==> src/rtl/ula_pkg.sv <==
// Shared types for the ULA sweep sequencer.
// Holds widths, FSM states and the result beat layout.
package ula_pkg;

  localparam int ULA_WIDTH = 6;
  localparam int ULA_SEL_W = 4;

  typedef enum logic [1:0] {
    IDLE,
    ISSUE,
    HOLD
  } ula_seq_state_t;

  typedef struct packed {
    logic [ULA_SEL_W-1:0] sel;
    logic [ULA_WIDTH-1:0] o;
    logic                 overflow;
    logic                 zero;
    logic                 last;
  } ula_result_t;

  function automatic logic [7:0] sat_inc8(
    input logic [7:0] v
  );
    return (v == 8'hFF) ? v : v + 8'd1;
  endfunction

endpackage

==> src/rtl/ula_sweep_sequencer.sv <==
// Sweeps one operand pair through ALU opcodes OP_FIRST..OP_LAST
// and streams one captured result beat per opcode downstream.
module ula_sweep_sequencer
  import ula_pkg::*;
#(
  parameter int WIDTH    = ULA_WIDTH,
  parameter int SEL_W    = ULA_SEL_W,
  parameter int OP_FIRST = 0,
  parameter int OP_LAST  = 7
) (
  input  logic             i_clk,
  input  logic             i_rst_n,
  input  logic             i_in_valid,
  output logic             o_in_ready,
  input  logic [WIDTH-1:0] i_in_a,
  input  logic [WIDTH-1:0] i_in_b,
  output logic [WIDTH-1:0] o_alu_a,
  output logic [WIDTH-1:0] o_alu_b,
  output logic [SEL_W-1:0] o_alu_sel,
  output logic             o_alu_reset,
  input  logic [WIDTH-1:0] i_alu_o,
  input  logic             i_alu_overflow,
  input  logic             i_alu_zero,
  output logic             o_out_valid,
  input  logic             i_out_ready,
  output logic [SEL_W-1:0] o_out_sel,
  output logic [WIDTH-1:0] o_out_o,
  output logic             o_out_overflow,
  output logic             o_out_zero,
  output logic             o_out_last,
  output logic             o_busy,
  output logic [7:0]       o_sweep_count
);

  // Result bundle is shared with the ALU wrapper, so widths are fixed.
  if (WIDTH != ULA_WIDTH || SEL_W != ULA_SEL_W ||
      OP_FIRST < 0 || OP_FIRST > OP_LAST ||
      OP_LAST > (2**SEL_W) - 1) begin : g_bad_params
    $error("ula_sweep_sequencer: illegal parameters");
  end

  localparam logic [SEL_W-1:0] LP_FIRST = SEL_W'(OP_FIRST);
  localparam logic [SEL_W-1:0] LP_LAST  = SEL_W'(OP_LAST);

  ula_seq_state_t   r_state;
  logic [WIDTH-1:0] r_alu_a;
  logic [WIDTH-1:0] r_alu_b;
  logic [SEL_W-1:0] r_alu_sel;
  ula_result_t      r_res;
  logic             r_out_valid;
  logic [7:0]       r_count;

  // Sweep FSM: accept pair, settle ALU, capture, wait for downstream.
  always_ff @(posedge i_clk) begin
    if (!i_rst_n) begin
      r_state     <= IDLE;
      r_alu_a     <= '0;
      r_alu_b     <= '0;
      r_alu_sel   <= '0;
      r_res       <= '0;
      r_out_valid <= 1'b0;
      r_count     <= '0;
    end else begin
      unique case (r_state)
        IDLE: begin
          if (i_in_valid) begin
            r_alu_a   <= i_in_a;
            r_alu_b   <= i_in_b;
            r_alu_sel <= LP_FIRST;
            r_state   <= ISSUE;
          end
        end
        ISSUE: begin
          r_res.sel      <= r_alu_sel;
          r_res.o        <= i_alu_o;
          r_res.overflow <= i_alu_overflow;
          r_res.zero     <= i_alu_zero;
          r_res.last     <= (r_alu_sel == LP_LAST);
          r_out_valid    <= 1'b1;
          r_state        <= HOLD;
        end
        HOLD: begin
          if (i_out_ready) begin
            r_out_valid <= 1'b0;
            if (r_res.last) begin
              r_count <= sat_inc8(r_count);
              r_state <= IDLE;
            end else begin
              r_alu_sel <= r_alu_sel + 1'b1;
              r_state   <= ISSUE;
            end
          end
        end
        default: r_state <= IDLE;
      endcase
    end
  end

  assign o_in_ready     = (r_state == IDLE);
  assign o_busy         = (r_state != IDLE);
  assign o_alu_a        = r_alu_a;
  assign o_alu_b        = r_alu_b;
  assign o_alu_sel      = r_alu_sel;
  assign o_alu_reset    = 1'b0;
  assign o_out_valid    = r_out_valid;
  assign o_out_sel      = r_res.sel;
  assign o_out_o        = r_res.o;
  assign o_out_overflow = r_res.overflow;
  assign o_out_zero     = r_res.zero;
  assign o_out_last     = r_res.last;
  assign o_sweep_count  = r_count;

endmodule

==> config.mk <==
export PLATFORM = sky130hd
export DESIGN_NAME = ula_sweep_sequencer
export DESIGN_NICKNAME = d
export VERILOG_FILES = /design/src/rtl/ula_pkg.sv /design/src/rtl/ula_sweep_sequencer.sv
export SDC_FILE = /design/constraint.sdc
export NUM_CORES = 1
export LEC_CHECK = 0
export BUFFER_PORTS_ARGS = -buffer_cell sky130_fd_sc_hd__buf_2
export CAP_MARGIN = 20
export CORE_MARGIN = 8
export CORE_UTILIZATION = 36
export CTS_CLUSTER_DIAMETER = 50
export DETAILED_ROUTE_END_ITERATION = 7
export PLACE_DENSITY = 0.67
export SKIP_CTS_REPAIR_TIMING = 1
export SYNTH_ARGS = -nofsm -noshare
export SYNTH_HDL_FRONTEND = slang
export SYNTH_SLANG_ARGS = --single-unit
==> constraint.sdc <==
create_clock -name i_clk -period 1.9 [get_ports i_clk]
set_clock_uncertainty 0.1 [all_clocks]
set_input_delay 0.095 -clock i_clk [delete_from_list [all_inputs] [get_ports i_clk]]
set_output_delay 0.095 -clock i_clk [all_outputs]
set_load 0.01 [all_outputs]
Yosys cells after proc, flatten, opt, wreduce, memory -nomap -nowiden

Cells that the tools add are included.
Widths: inputs -> output; s select.

Register bits after elaboration: 40
Input port bits: 24

Eq/ne operators: 7
Reductions and logical operators: 9
Muxes and demuxes: 10
Bitwise logic cells: 1
Add/subtract/negate cells: 2

Operators by type and width:

| kind                | number |
|---|---|
| $mux 4              | 3 |
| $add 8x1->8 const B | 1 |
| $eq 8x8->1 const B  | 1 |
| $pmux 4 s2          | 1 |
| $reduce_and 4->1    | 2 |
| $ne 2x2->1 const B  | 3 |
| $pmux 2 s3          | 1 |
| $reduce_and 2->1    | 3 |
| $reduce_bool 2->1   | 3 |
| $add 4x1->4 const B | 1 |
| $eq 4x3->1 const B  | 1 |
| $mux 2              | 2 |
| $eq 2x1->1 const B  | 1 |
| $eq 2x2->1 const B  | 1 |
| $logic_not 2->1     | 1 |
| $mux 1              | 2 |
| $pmux 1 s2          | 1 |
| $not 1->1           | 1 |

Depth between registers and ports, before layout

Gate-level depths: netlist (run 1).

Depth after elaboration: 4
Gate-level depth with buffers: 6
Mapped depth without buffers: 5

Worst setup path before layout (run 1)

No wires, ideal clock.

Path kind: register to register
From: register r_count[0] (netlist: o_sweep_count[0])
To: register r_count[7] (netlist: o_sweep_count[7])
Setup slack: 0.329 ns
Clock period less this slack: 1.571 ns
Cell stages (with the launch flop): 6
Arrival time: 1.401 ns
Data required time: 1.730 ns
Cell sequence: dfxtp_1 ha_1 nand4_2 o21ai_4 or4_1 a21oi_1

Cells in the longest elaborated chain, start to end: 3
Elaborated cells between the ends (all ways): 4
Those cells by class: 1 x add/sub; 1 x eq/ne; 1 x bitwise; 1 x reduce/logical

Ends and longest elaborated chain:

| element                                             | RTL line                  | text |
|---|---|---|
| start: declaration                                  | ula_sweep_sequencer.sv:51 | `logic [7:0] r_count;` |
| start signal: assignment                            | ula_sweep_sequencer.sv:86 | `r_count <= sat_inc8(r_count);` |
| branches (longest 3 deep; another with $add 8x1->8) | -                         |  |

Parallel ways; which one is timed is not known.
A chain may end at the register's enable or synchronous reset.

Worst setup path in the final report (run 1)

From: register r_state[1]
To: register r_count[7] (netlist: o_sweep_count[7])

Cells in the longest elaborated chain, start to end: 2

Ends and longest elaborated chain:

| element                           | RTL line                  | text |
|---|---|---|
| start: declaration                | ula_sweep_sequencer.sv:45 | `ula_seq_state_t r_state;` |
| start signal: assignment          | ula_sweep_sequencer.sv:56 | `r_state <= IDLE;` |
| start signal: assignment          | ula_sweep_sequencer.sv:70 | `r_state <= ISSUE;` |
| start signal: assignment          | ula_sweep_sequencer.sv:80 | `r_state <= HOLD;` |
| $eq 2x2->1                        | ula_sweep_sequencer.sv:64 | `unique case (r_state)` |
| $reduce_and 4->1 (no source line) | -                         |  |

Every way passes these cells.

==> results of run 1 <==
worst reg2reg max path, delay by kind of cell, from the launching register on:
kind            cells  cell delay, ns
simple gates        2            0.79
flops               1            0.47
compound gates      2            0.24
how the worst max path moves through the flow:
stage                  endpoint  slack, ns        startpoint  cells past startpoint
6_report       o_sweep_count[7]       0.24        r_state[1]                      4
5_1_grt        o_sweep_count[7]       0.13        r_state[1]                      4
4_1_cts        o_sweep_count[7]       0.22        r_state[1]                      4
3_5_place_dp         o_alu_b[0]       0.22           i_rst_n                      3
3_3_place_gp   o_sweep_count[7]       0.27        r_state[1]                      4
2_1_floorplan  o_sweep_count[7]       0.33  o_sweep_count[0]                      5
state kept, by name, summed over array words and instances, names as in the netlist:
register,flops
o_alu_a,6
o_alu_b,6
o_alu_sel,4
o_out_last,1
o_out_o,6
o_out_overflow,1
o_out_sel,4
o_out_valid,1
o_out_zero,1
o_sweep_count,8
r_state,2
through the flow:
step | instance area, µm² | cells | utilization [%] | hold slack (ns) | setup WS, ns
CTS | 2040 | 306 | 47.2 | -0.0649 | 0.221
detailed placement | 1950 | 298 | 45.1 | 0.242 | 0.225
finish | 2280 | 328 | 52.7 | 0.0540 | 0.240
global placement | 1950 | 298 | 45.1 | 0.236 | 0.275
floorplan | 1610 | 192 | - | 0.117 | 0.329
global route | 2280 | 328 | 52.7 | 0.0840 | 0.128
placed cells by master (no fill, tap or decap):
cell,count
sky130_fd_sc_hd__o211ai_1,2
sky130_fd_sc_hd__ha_1,2
sky130_fd_sc_hd__dfxtp_1,40
sky130_fd_sc_hd__xnor2_1,3
sky130_fd_sc_hd__buf_4,1
sky130_fd_sc_hd__o21ai_0,3
sky130_fd_sc_hd__o21ai_4,1
sky130_fd_sc_hd__dlygate4sd3_1,21
sky130_fd_sc_hd__nand3b_1,2
sky130_fd_sc_hd__nand3_1,2
sky130_fd_sc_hd__nor3b_1,1
sky130_fd_sc_hd__nand4_1,1
sky130_fd_sc_hd__and2_1,2
sky130_fd_sc_hd__and2b_1,1
sky130_fd_sc_hd__a21oi_1,31
sky130_fd_sc_hd__clkbuf_8,6
sky130_fd_sc_hd__nor2_1,10
sky130_fd_sc_hd__nand3_2,1
sky130_fd_sc_hd__nand2_1,53
sky130_fd_sc_hd__nand2b_1,3
sky130_fd_sc_hd__a211oi_1,2
sky130_fd_sc_hd__nand4_2,1
sky130_fd_sc_hd__clkbuf_1,2
sky130_fd_sc_hd__nor4b_1,1
sky130_fd_sc_hd__mux2i_1,3
sky130_fd_sc_hd__and3_1,1
sky130_fd_sc_hd__inv_1,3
sky130_fd_sc_hd__and3b_1,1
sky130_fd_sc_hd__xor2_1,3
sky130_fd_sc_hd__o31ai_1,2
sky130_fd_sc_hd__buf_2,63
sky130_fd_sc_hd__buf_16,1
sky130_fd_sc_hd__clkinv_1,1
sky130_fd_sc_hd__and4b_4,1
sky130_fd_sc_hd__or4_1,2
sky130_fd_sc_hd__nand4b_1,1
sky130_fd_sc_hd__conb_1,1
sky130_fd_sc_hd__or3_1,1
per-layer routing:
layer	GRT usage [%]	up-vias	part of all wire [%]
li1	-	806	-
met1	12.5	692	45
met2	18.5	49	46
met3	6.25	5	8.0
met4	3.35	0	0.70
met5	0	-	0
cell families (layout without fill, tap and decap cells):
kind of cell	after synthesis	count (layout)	synth area share, %
XOR/XNOR	6	6	3.26
AND/OR/NAND/NOR	85	85	25.1
buffers and inverters	14	98	3.88
adder cells (fa/ha/maj)	2	2	1.55
flip-flops	40	40	49.7
AO/OA/AOI/OAI	41	41	14.4
other	1	1	0.233
multiplexers	3	3	1.86
cell type report:
type                            instances  area share (%)
Tap cell                               52            2.86
Multi-Input combinational cell        138            32.8
Timing Repair Buffer                   86            24.6
Sequential cell                        40            35.1
Inverter                                4           0.659
Clock buffer                            8            3.95
power by group through the flow:
| stage | sequential (mW) | combinational, mW | clock (mW) |
|---|---|---|---|
| 2_1_floorplan | 0.918 | 0.0945 | 0 |
| 3_3_place_gp | 0.905 | 0.181 | 0 |
| 3_5_place_dp | 0.907 | 0.184 | 0 |
| 4_1_cts | 0.887 | 0.184 | 0.596 |
| 5_1_grt | 0.892 | 0.248 | 0.640 |
| 6_report | 0.888 | 0.221 | 0.570 |
==> impl_metrics.json, run 1 <==
{
  "cp_slowest_stage_delay_ns": 0.47,
  "final-setup-viol-count": 0,
  "floorplan.io_pins": 65,
  "rrSetupSlack_ns": 0.24,
  "detail_route.wirelength_um": 4260,
  "min-delay-path-class": "in2reg",
  "syn_avg_cell_area_um2": 8.39,
  "seqPwrFrac_pct": 52.9,
  "setup-tns-final_ns": 0,
  "hold_path_end": "r_state[1]",
  "area_growth_pct": 41.5,
  "fillers": 424,
  "maxCapViolCount": 0,
  "cp_num_buf_inv": 0,
  "hold_start": "i_out_ready",
  "syn-num-nets": 218,
  "cts_inserted_buffers": 5,
  "synth_top_cells_by_count": "sky130_fd_sc_hd__nand2_1 (53), sky130_fd_sc_hd__dfxtp_1 (40), sky130_fd_sc_hd__a21oi_1 (31)",
  "crit_family": "simple AND/OR/NAND/NOR gates",
  "cell_internal_pwr_mw": 1.27,
  "place_hpwl_um": 2870,
  "dieArea_mm2": 0.00687,
  "synth_enable_flop_cells": 0,
  "status": "finished clean",
  "ys_top_cells_by_area": "sky130_fd_sc_hd__dfxtp_1 (50%), sky130_fd_sc_hd__nand2_1 (12%), sky130_fd_sc_hd__a21oi_1 (9.6%)",
  "area_of_combinational_cells_with_multiple_inputs_um2": 747,
  "worst_r2r_path_depth": 4,
  "path_cells": "and4b_4 -> o21ai_4 -> or4_1 -> a21oi_1",
  "swShare_pct": 24.4,
  "tritoncts_clock_tree": "done",
  "cts.path.max_buffers": 2,
  "timing_worst_setup_path_type": "reg2reg",
  "worstReg2RegEnd": "o_sweep_count[7]",
  "finalWorstPathRequiredPeriod_ns": 1.66,
  "synth_ff_type": "sky130_fd_sc_hd__dfxtp_1",
  "leakagePower_nw": 1.02,
  "final_antenna_net_count": 0,
  "seqCellArea_um2": 801,
  "netlist-cell-type-count": 35,
  "drt-initial-drc-count": 63,
  "drive_gt1_share_pct": 27.2,
  "mean_routed_wirelength_per_cell_um": 13.0,
  "chipWidth_um": 82.9,
  "vdd_ir_drop_max_mv": 0.494,
  "async_flop_share_pct": 0,
  "critPathMaxFanout": 10,
  "proportion_of_power_drawn_by_the_clock_network_pct": 33.9,
  "grt_pass1_vias": 1486,
  "path_clk_slew_ns": 0.07,
  "finalNetCount": 301,
  "netlist.area_leader.share_pct": 49.7,
  "drt_first_pass_iters": 4,
  "grt_setup_unrepaired": "false",
  "worst_reg2reg_path_startpoint": "r_state[1]",
  "synth_sequential_area_ratio_pct": 49.7,
  "grt_antenna_before_repair": 0,
  "post-synth-top-count-cell": "sky130_fd_sc_hd__nand2_1",
  "gpl.final_weighted_congestion": 0.783,
  "clock-sinks": 40,
  "port-buffer-count": 63,
  "worst_pin_slew_ns": 0.549,
  "cts.root.buffer_cell": "sky130_fd_sc_hd__clkbuf_8",
  "htreeDepth": 2,
  "core.rowCount": 24,
  "post-route-period-util_pct": 87.4,
  "synthesis_stage_register_bit_count": 40,
  "synth-warning-count": 0,
  "timing.fmax_mhz": 602,
  "maximum_number_of_pins_on_one_net_before_global_route_repair": 36,
  "vias": 1552,
  "floorplan_die_height_um": 82.9,
  "grt_pass1_wl_um": 6710,
  "total_power_mw": 1.68,
  "grt-ovfl-total": 0,
  "synth_top_area_cell": "sky130_fd_sc_hd__dfxtp_1",
  "critical_path.endpoint_type": "register",
  "hold_path_depth": 4,
  "power.net_switching_mw": 0.410,
  "synthesis.instances": 192,
  "final-max-slew-violation-count": 0,
  "synth_area_mm2": 0.00161,
  "crit_slowest_cell": "sky130_fd_sc_hd__dfxtp_1",
  "clock_latency_ns": 0.28,
  "power.density_mw_per_mm2": 737,
  "p_comb_share_pct": 13.2,
  "vias_per_cell": 4.73,
  "fp.coreArea_mm2": 0.00432,
  "grt_util_all_layers_pct": 11.4,
  "critical_path.startpoint_type": "register",
  "diodes_inserted": 0,
  "crit_required_ns": 2.01,
  "timing_hold_violations_final": 0,
  "arrival_time_at_the_worst_endpoint_ns": 1.77,
  "drcViolationCount": 0,
  "slew-limit-headroom_pct": 63.4,
  "floorplan.initialDensity_pct": 37.2
}
Note: power is estimated with default switching activity, not from simulation.
==> run 2, diff against run 1 <==
--- a/config.mk
+++ b/config.mk
@@ -7,12 +7,14 @@
 export LEC_CHECK = 0
 export BUFFER_PORTS_ARGS = -buffer_cell sky130_fd_sc_hd__buf_2
 export CAP_MARGIN = 20
+export CORE_ASPECT_RATIO = 2
 export CORE_MARGIN = 8
 export CORE_UTILIZATION = 36
 export CTS_CLUSTER_DIAMETER = 50
 export DETAILED_ROUTE_END_ITERATION = 7
 export PLACE_DENSITY = 0.67
 export SKIP_CTS_REPAIR_TIMING = 1
+export SLEW_MARGIN = 20
 export SYNTH_ARGS = -nofsm -noshare
 export SYNTH_HDL_FRONTEND = slang
 export SYNTH_SLANG_ARGS = --single-unit
==> constraint.sdc (replaced) <==
create_clock -name i_clk -period 1.84 [get_ports i_clk]
set_clock_uncertainty 0.1 [all_clocks]
set_input_delay 0.092 -clock i_clk [delete_from_list [all_inputs] [get_ports i_clk]]
set_output_delay 0.092 -clock i_clk [all_outputs]
set_load 0.01 [all_outputs]
==> impl_metrics.json, run 2 (same netlist as run 1, synthesis figures left out) <==
{
  "status": "finished clean",
  "drive_gt1_share_pct": 28.4,
  "chipWidth_um": 63.3,
  "stdcell_count": 333,
  "timing.fmax_mhz": 616,
  "detailroute.wirelength.met3_um": 278,
  "gpl.final_weighted_congestion": 0.727,
  "floorplan_die_height_um": 111,
  "clock_latency_ns": 0.29,
  "grt_pass1_wl_um": 6830,
  "leakagePower_nw": 1.04,
  "vias": 1596,
  "final-setup-viol-count": 0,
  "fp.coreArea_mm2": 0.00434,
  "dr.max_layer_used": "met4",
  "crit_required_ns": 1.96,
  "grt_util_all_layers_pct": 11.8,
  "final_cell_mix": "sky130_fd_sc_hd__buf_2 (63), sky130_fd_sc_hd__nand2_1 (53), sky130_fd_sc_hd__dfxtp_1 (40)",
  "final_antenna_net_count": 0,
  "htreeDepth": 2,
  "tritoncts_clock_tree": "done",
  "routed-wl-met2_um": 2400,
  "max_reg_flops": 8,
  "post-place-ws_ns": 0.236,
  "worst_pin_slew_ns": 0.558,
  "grt-ovfl-total": 0,
  "critPathMaxFanout": 8,
  "grt_antenna_before_repair": 1,
  "setup-tns-final_ns": 0,
  "power.density_mw_per_mm2": 847,
  "floorplan.io_pins": 65,
  "dieArea_mm2": 0.00700,
  "detail_route.wirelength_um": 4470,
  "vdd_ir_drop_max_mv": 0.763,
  "cts.path.max_buffers": 2,
  "finalNetCount": 304,
  "timing_hold_violations_final": 0,
  "grt_pass1_vias": 1456,
  "final_ws_setup_ns": 0.216,
  "drt-initial-drc-count": 59,
  "arrival_time_at_the_worst_endpoint_ns": 1.75,
  "drt_first_pass_iters": 4,
  "maxCapViolCount": 0,
  "hold_path_depth": 4,
  "slew-limit-headroom_pct": 62.8,
  "critical_path.startpoint_type": "register",
  "crit_slowest_cell": "sky130_fd_sc_hd__or4_1",
  "total_power_mw": 1.97,
  "path_cells": "ha_1 -> nand4_2 -> o21ai_4 -> or4_1 -> a21oi_1",
  "place_area_mm2": 0.00198,
  "drcViolationCount": 0,
  "vias_per_cell": 4.79,
  "cts.root.buffer_cell": "sky130_fd_sc_hd__clkbuf_8",
  "final-max-slew-violation-count": 0,
  "place.detailed.instances": 304,
  "clock-sinks": 40,
  "place_hpwl_um": 3160,
  "cp_slowest_stage_delay_ns": 0.48,
  "finalWorstPathRequiredPeriod_ns": 1.62,
  "min-delay-path-class": "in2reg",
  "maximum_number_of_pins_on_one_net_before_global_route_repair": 22,
  "post-route-period-util_pct": 88.3,
  "floorplan.initialDensity_pct": 37.1,
  "final_common_cell": "sky130_fd_sc_hd__buf_2",
  "core.rowCount": 34,
  "critical_path.endpoint_type": "register",
  "grt_setup_unrepaired": "false",
  "path_clk_slew_ns": 0.08,
  "area_growth_pct": 44.4,
  "cts_inserted_buffers": 5,
  "total_non_filler_cell_area_in_the_finished_layout_mm2": 0.00232,
  "worst_r2r_path_depth": 5,
  "mean_routed_wirelength_per_cell_um": 13.4,
  "timing_worst_setup_path_type": "reg2reg",
  "port-buffer-count": 63,
  "wl_met1_um": 1600
}
run 2: cell types whose count changed in the layout (fill, tap and decap cells not counted), sizes merged:
cell and delta:
diode +1, bufinv +2, clkbuf -3, buf +3
run 2: routing by layer:
layer	track usage, %	vias up
met3	4.25	16
li1	-	809
met2	21.7	48
met4	6.15	0
met1	10.9	723
met5	0	-
run 2: path summary, 6_finish.rpt:
path | slack [ns] | startpoint | to
max | 0.22 | o_sweep_count[0] | o_sweep_count[7]
min | 0.04 | i_out_ready | r_state[1]
max reg2reg | 0.22 | o_sweep_count[0] | o_sweep_count[7]
min reg2reg | 0.35 | o_out_zero | o_out_zero
run 2: worst max-delay path: cells and delay by family (launching register included):
kind / cells / cell delay [ns]
simple gates: 2 / 0.63
flops: 1 / 0.34
fa+ha+maj: 1 / 0.25
compound gates: 2 / 0.25
run 2: report_power, final:
part | switching [mW] | internal [mW]
clock | 0.289 | 0.534
combinational | 0.125 | 0.108
sequential | 0.0155 | 0.898
run 2: final cells by class:
| type | count | area (µm²) |
|---|---|---|
| antenna | 1 | 2.50 |
| clock inverter | 2 | 60.1 |
| multi-input combinational | 138 | 747 |
| sequential | 40 | 801 |
| tap | 54 | 67.6 |
| fill | 446 | 2010 |
| timing repair buffer | 89 | 563 |
| clock buffer | 5 | 68.8 |
| inverter | 4 | 15.0 |
run 2: metrics by stage:
step                      hold slack, ns  utilization [%]
final                             0.0413             53.6
after global routing              0.0603             53.6
after CTS                        -0.0756             48.7
after detailed placement           0.238             45.7
after global placement             0.234             45.7
after floorplan                    0.114                -
